--- src/rtl/cache_ctrl_fsm.sv ---
// cache_ctrl_fsm: request sequencer for a 4-line fully associative, write-through,
// no-write-allocate cache with LRU replacement. Define CACHE_STATS_EN for hit/miss counters.
module cache_ctrl_fsm #(
   parameter int CACHE_SIZE = 4,
   parameter int ADDR_WIDTH = 8,
   parameter int DATA_WIDTH = 8
) (
   input  logic                  clk,
   input  logic                  rst_n,
   input  logic                  req_valid,
   output logic                  req_ready,
   input  logic                  req_we,
   input  logic [ADDR_WIDTH-1:0] req_addr,
   input  logic [DATA_WIDTH-1:0] req_wdata,
   output logic                  resp_valid,
   output logic                  resp_hit,
   output logic [DATA_WIDTH-1:0] resp_data,
   output logic [ADDR_WIDTH-1:0] lookup_addr,
   output logic [ADDR_WIDTH-1:0] tag_out_0,
   output logic [ADDR_WIDTH-1:0] tag_out_1,
   output logic [ADDR_WIDTH-1:0] tag_out_2,
   output logic [ADDR_WIDTH-1:0] tag_out_3,
   output logic                  valid_0,
   output logic                  valid_1,
   output logic                  valid_2,
   output logic                  valid_3,
   input  logic                  hit,
   input  logic [1:0]            hit_index,
   output logic                  mem_req,
   output logic                  mem_we,
   output logic [ADDR_WIDTH-1:0] mem_addr,
   output logic [DATA_WIDTH-1:0] mem_wdata,
   input  logic                  mem_ack,
   input  logic [DATA_WIDTH-1:0] mem_rdata
`ifdef CACHE_STATS_EN
   ,
   output logic [15:0]           stat_hits,
   output logic [15:0]           stat_misses
`endif
);

   typedef enum logic [2:0] {IDLE, LOOKUP, FILL, WRITE, RESP} state_t;
   typedef logic [CACHE_SIZE-1:0][1:0] age_vec_t;

   state_t state_reg, state_next;

   logic [ADDR_WIDTH-1:0] addr_reg;
   logic                  we_reg;
   logic [DATA_WIDTH-1:0] wdata_reg;
   logic [ADDR_WIDTH-1:0] tag_reg  [CACHE_SIZE];
   logic [DATA_WIDTH-1:0] data_reg [CACHE_SIZE];
   logic [CACHE_SIZE-1:0] valid_reg;
   age_vec_t              age_reg;
   logic [1:0]            victim_reg, victim_next;
   logic                  resp_hit_reg;
   logic [DATA_WIDTH-1:0] resp_data_reg;

   // Ages stay a permutation of 0..3: lines younger than k shift up by one, k becomes 0.
   function automatic age_vec_t lru_touch(input age_vec_t ages, input logic [1:0] k);
      age_vec_t result;
      result = ages;
      for (int i = 0; i < CACHE_SIZE; i++) begin
         if (ages[i] < ages[k]) result[i] = ages[i] + 2'd1;
      end
      result[k] = 2'd0;
      return result;
   endfunction

   // Lowest-index invalid line first, otherwise the oldest line.
   always_comb begin
      logic found;
      victim_next = 2'd0;
      found       = 1'b0;
      for (int i = 0; i < CACHE_SIZE; i++) begin
         if (!found && !valid_reg[i]) begin
            victim_next = 2'(i);
            found       = 1'b1;
         end
      end
      if (!found) begin
         for (int i = 0; i < CACHE_SIZE; i++) begin
            if (age_reg[i] == 2'd3) victim_next = 2'(i);
         end
      end
   end

   always_ff @(posedge clk or negedge rst_n) begin
      if (!rst_n) state_reg <= IDLE;
      else        state_reg <= state_next;
   end

   always_comb begin
      state_next = state_reg;
      case (state_reg)
         IDLE:    if (req_valid) state_next = LOOKUP;
         LOOKUP:  state_next = we_reg ? WRITE : (hit ? RESP : FILL);
         FILL:    if (mem_ack) state_next = RESP;
         WRITE:   if (mem_ack) state_next = RESP;
         RESP:    state_next = IDLE;
         default: state_next = IDLE;
      endcase
   end

   always_comb begin
      req_ready  = 1'b0;
      resp_valid = 1'b0;
      mem_req    = 1'b0;
      mem_we     = 1'b0;
      mem_addr   = '0;
      mem_wdata  = '0;
      case (state_reg)
         IDLE:  req_ready = 1'b1;
         FILL: begin
            mem_req  = 1'b1;
            mem_addr = addr_reg;
         end
         WRITE: begin
            mem_req   = 1'b1;
            mem_we    = 1'b1;
            mem_addr  = addr_reg;
            mem_wdata = wdata_reg;
         end
         RESP:  resp_valid = 1'b1;
         default: ;
      endcase
   end

   always_ff @(posedge clk or negedge rst_n) begin
      if (!rst_n) begin
         addr_reg      <= '0;
         we_reg        <= 1'b0;
         wdata_reg     <= '0;
         valid_reg     <= '0;
         victim_reg    <= 2'd0;
         resp_hit_reg  <= 1'b0;
         resp_data_reg <= '0;
         for (int i = 0; i < CACHE_SIZE; i++) begin
            tag_reg[i]  <= '0;
            data_reg[i] <= '0;
            age_reg[i]  <= 2'(i);
         end
      end else begin
         case (state_reg)
            IDLE: begin
               if (req_valid) begin
                  addr_reg  <= req_addr;
                  we_reg    <= req_we;
                  wdata_reg <= req_wdata;
               end
            end
            LOOKUP: begin
               resp_hit_reg <= hit;
               if (we_reg) begin
                  resp_data_reg <= '0;
                  if (hit) begin
                     data_reg[hit_index] <= wdata_reg;
                     age_reg             <= lru_touch(age_reg, hit_index);
                  end
               end else if (hit) begin
                  resp_data_reg <= data_reg[hit_index];
                  age_reg       <= lru_touch(age_reg, hit_index);
               end else begin
                  victim_reg <= victim_next;
               end
            end
            FILL: begin
               if (mem_ack) begin
                  tag_reg[victim_reg]   <= addr_reg;
                  valid_reg[victim_reg] <= 1'b1;
                  data_reg[victim_reg]  <= mem_rdata;
                  resp_data_reg         <= mem_rdata;
                  resp_hit_reg          <= 1'b0;
                  age_reg               <= lru_touch(age_reg, victim_reg);
               end
            end
            default: ;
         endcase
      end
   end

`ifdef CACHE_STATS_EN
   logic [15:0] stat_hits_reg, stat_misses_reg;

   always_ff @(posedge clk or negedge rst_n) begin
      if (!rst_n) begin
         stat_hits_reg   <= '0;
         stat_misses_reg <= '0;
      end else if (state_reg == LOOKUP) begin
         if (hit) begin
            if (stat_hits_reg != 16'hFFFF) stat_hits_reg <= stat_hits_reg + 16'd1;
         end else begin
            if (stat_misses_reg != 16'hFFFF) stat_misses_reg <= stat_misses_reg + 16'd1;
         end
      end
   end

   assign stat_hits   = stat_hits_reg;
   assign stat_misses = stat_misses_reg;
`endif

   assign lookup_addr = addr_reg;
   assign resp_hit    = resp_hit_reg;
   assign resp_data   = resp_data_reg;
   assign tag_out_0   = tag_reg[0];
   assign tag_out_1   = tag_reg[1];
   assign tag_out_2   = tag_reg[2];
   assign tag_out_3   = tag_reg[3];
   assign valid_0     = valid_reg[0];
   assign valid_1     = valid_reg[1];
   assign valid_2     = valid_reg[2];
   assign valid_3     = valid_reg[3];

endmodule

--- config.mk ---
export PLATFORM = sky130hd
export DESIGN_NAME = cache_ctrl_fsm
export DESIGN_NICKNAME = d
export VERILOG_FILES = /design/src/rtl/cache_ctrl_fsm.sv
export SDC_FILE = /design/constraint.sdc
export NUM_CORES = 1
export LEC_CHECK = 0
export CAP_MARGIN = 5
export CORE_MARGIN = 2
export CORE_UTILIZATION = 57
export CTS_CLUSTER_DIAMETER = 60
export DETAILED_ROUTE_END_ITERATION = 6
export GPL_TIMING_DRIVEN = 0
export PLACE_DENSITY = 0.95
export SLEW_MARGIN = 20
export SYNTH_ARGS = -nofsm -noshare
export SYNTH_HDL_FRONTEND = slang
export SYNTH_SLANG_ARGS = --single-unit
--- constraint.sdc ---
create_clock -name clk -period 5 [get_ports clk]
set_clock_uncertainty 0.1 [all_clocks]
set_input_delay 1.25 -clock clk [delete_from_list [all_inputs] [get_ports clk]]
set_output_delay 1.25 -clock clk [all_outputs]
set_load 0.03 [all_outputs]
==> impl_metrics.yaml <==
synth:
  syn-cell-area_mm2: 0.00572
  yosysWarnings: 0
  synth_edf_count: 0
  synth_ff_type: "dfrtp_1"
  synth_nets: 587
  ys_types: 51
  synth_area_per_cell_um2: 10.5
  synthTopCellsByArea: "dfrtp_1 45%, mux2_2 10%, mux4_2 3.9%"
  netlist_instances: 543
  synth_seq_area_share: 0.469
  ys_async_sr_fraction: 1.00
  yosysTopAreaCellShare: 0.451
  yosysTopAreaCell: "dfrtp_1"
  ys_ff_latch: 107
detailed_routing:
  wl_per_cell_um: 20.6
  drt_iter0_drc: 476
  via_per_inst: 6.25
  final_antenna_net_count: 0
  first_pass_iters: 6
  drt_wl_total_mm: 16.4
  drc_errors: 0
  vias: 4985
setup_path:
  required_ps: 3650
  rr_worst_depth: 8
  end_kind: "output pin"
  path_class: "reg2out"
  cp_max_fo: 10
  timing.rr.end: "age_reg[2]"
  arrival_ps: 2800
  timing.rr.start: "victim_reg[0]"
  rrSetupSlack_ps: 2370
  start_kind: "register"
power_and_ir_drop:
  comb_power_share: 0.541
  power_density_mw_per_mm2: 662
  ir_worst_vdd_v: 0.000475
  clockPowerShare: 0.109
  p_sw_w: 0.00216
  swShare: 0.457
  seq_power_share: 0.350
  power.internal_w: 0.00257
  leakagePower_nw: 3.06
finish:
  final_cell_mix: "103 x dfrtp_1, 103 x clkdlybuf4s50_1, 51 x mux2_2, 42 x nand2_1"
  final_net_count: 703
  largest_reg_flops: 32
  seq_area_mm2: 0.00268
  areaGrowthSynthToFinish_pct: 24.9
  nFillCells: 666
  final_util: 0.731
  diodes: 0
  drive_gt1_frac: 0.166
  multi_input_area_mm2: 0.00279
clock_network:
  cts_buffer_depth: 2
  cts_tree: "built"
  cts_root_buf: "clkbuf_8"
  post-cts-setup-buffers: 0
  ctsHoldBuffers: 0
  htreeDepth: 3
  clk_latency_ps: 370
  path_clk_slew_ps: 110
  clock-sinks: 107
  ctsResizeCount: 0
  cts_made_buffers: 9
hold_path:
  hold_class: "reg2reg"
  whs_path_depth: 2
  whs_endpoint: "data_reg[3]"
  hold_start: "data_reg[3]"
place:
  gp_congestion: 0.937
  hpwl_mm: 11.8
  port-buffer-count: 104
sta:
  slew_violations: 0
  rsz0062_at_grt: "false"
  period_needed_ps: 4150
  tns_ps: 0
  setup_violations: 0
  report.final.hold_viol_count: 0
  tightest_slew_ps: 793
  slew_headroom: 0.465
  fmax_mhz: 241
  finalCritPeriodShare: 0.830
grt:
  gr-usage-all-layers: 0.314
  antenna_found_initial: 0
  overflow: 0
  grt_start_max_net_pins: 74
  grt_pass1_vias: 5187
  grt_pass1_wl_mm: 27.1
die:
  die_h_um: 104
  fp-row-count: 36
  die_w_um: 104
  dieArea_mm2: 0.0108
  start_util: 0.585
  fp.coreArea_mm2: 0.00977
  io_pins: 105
run_status:
  status: "complete, no violations"
flow_run:
  cap_violations: 0
through the flow:
stage	power [W]	cell area [µm²]	worst slack [ps]	cells	hold slack [ps]
2_1_floorplan	0.00318	5720	1540	543	345
3_3_place_gp	0.00403	6930	-1390	780	358
3_5_place_dp	0.00415	6950	633	781	370
4_1_cts	0.00469	7140	892	797	391
5_1_grt	0.00500	7140	686	797	423
6_report	0.00473	7140	852	797	399
layout make-up:
type                    instances  share of cell area
multi-input cells             380               0.391
flip-flops and latches        107               0.376
repair buffers                105               0.150
plain buffers                  42              0.0268
well taps                     133              0.0233
clock buffers                  11              0.0198
inverters                      14             0.00736
clock inverters                 5             0.00631
how the worst max path moves through the flow:
stage,cells after the start,startpoint,end
floorplan,8,hit_index[0],age_reg[1]
finish,5,state_reg[1],mem_we
global route,5,state_reg[1],mem_we
global placement,1,rst_n,tag_out_2[1]
detailed placement,10,hit_index[0],age_reg[0]
CTS,5,state_reg[1],mem_we
synth_stat cells, types with 4 or more instances:
cell        n
a21oi_1    19
a22oi_1     9
a31oi_1    33
and2_1     13
and3_1     32
buf_2      15
clkbuf_1   25
dfrtp_1   103
dfstp_2     4
ha_1       12
inv_1      14
mux2_2     51
mux2i_1     6
mux4_2     10
nand2_1    42
nand2b_1    7
nand3_1    19
nor2_1     31
nor2b_1     7
o21ai_0    33
o311a_1     7
worst max-delay path: stages, from the launching register on:
cell,delay [ps]
dfrtp_1,400
buf_2,220
nor2b_1,490
clkbuf_1,420
and2_1,210
clkdlybuf4s50_1,680
cell families after synthesis:
family | count (synthesis) | synth area share
muxes | 67 | 0.150
buffers and inverters | 56 | 0.0427
AOI/OAI and AO/OA | 121 | 0.139
DFF | 107 | 0.469
adders and majority gates | 12 | 0.0263
and+or+nand+nor | 180 | 0.173
per-layer routing:
layer / track usage / wire [µm] / up-vias
li1: - / - / 2224
met1: 0.407 / 6450 / 2396
met2: 0.515 / 7750 / 320
met3: 0.0815 / 1820 / 45
met4: 0.113 / 391 / 0
met5: 0 / 0 / -
power by group through the flow:
| stage | logic (W) | clock network [W] | registers (W) |
|---|---|---|---|
| after floorplan | 0.00127 | 0 | 0.00191 |
| after global placement | 0.00243 | 0 | 0.00159 |
| after detailed placement | 0.00251 | 0 | 0.00164 |
| after CTS | 0.00254 | 0.000516 | 0.00164 |
| after global routing | 0.00275 | 0.000552 | 0.00170 |
| final | 0.00256 | 0.000517 | 0.00165 |
Note: power is estimated with default switching activity, not from simulation.
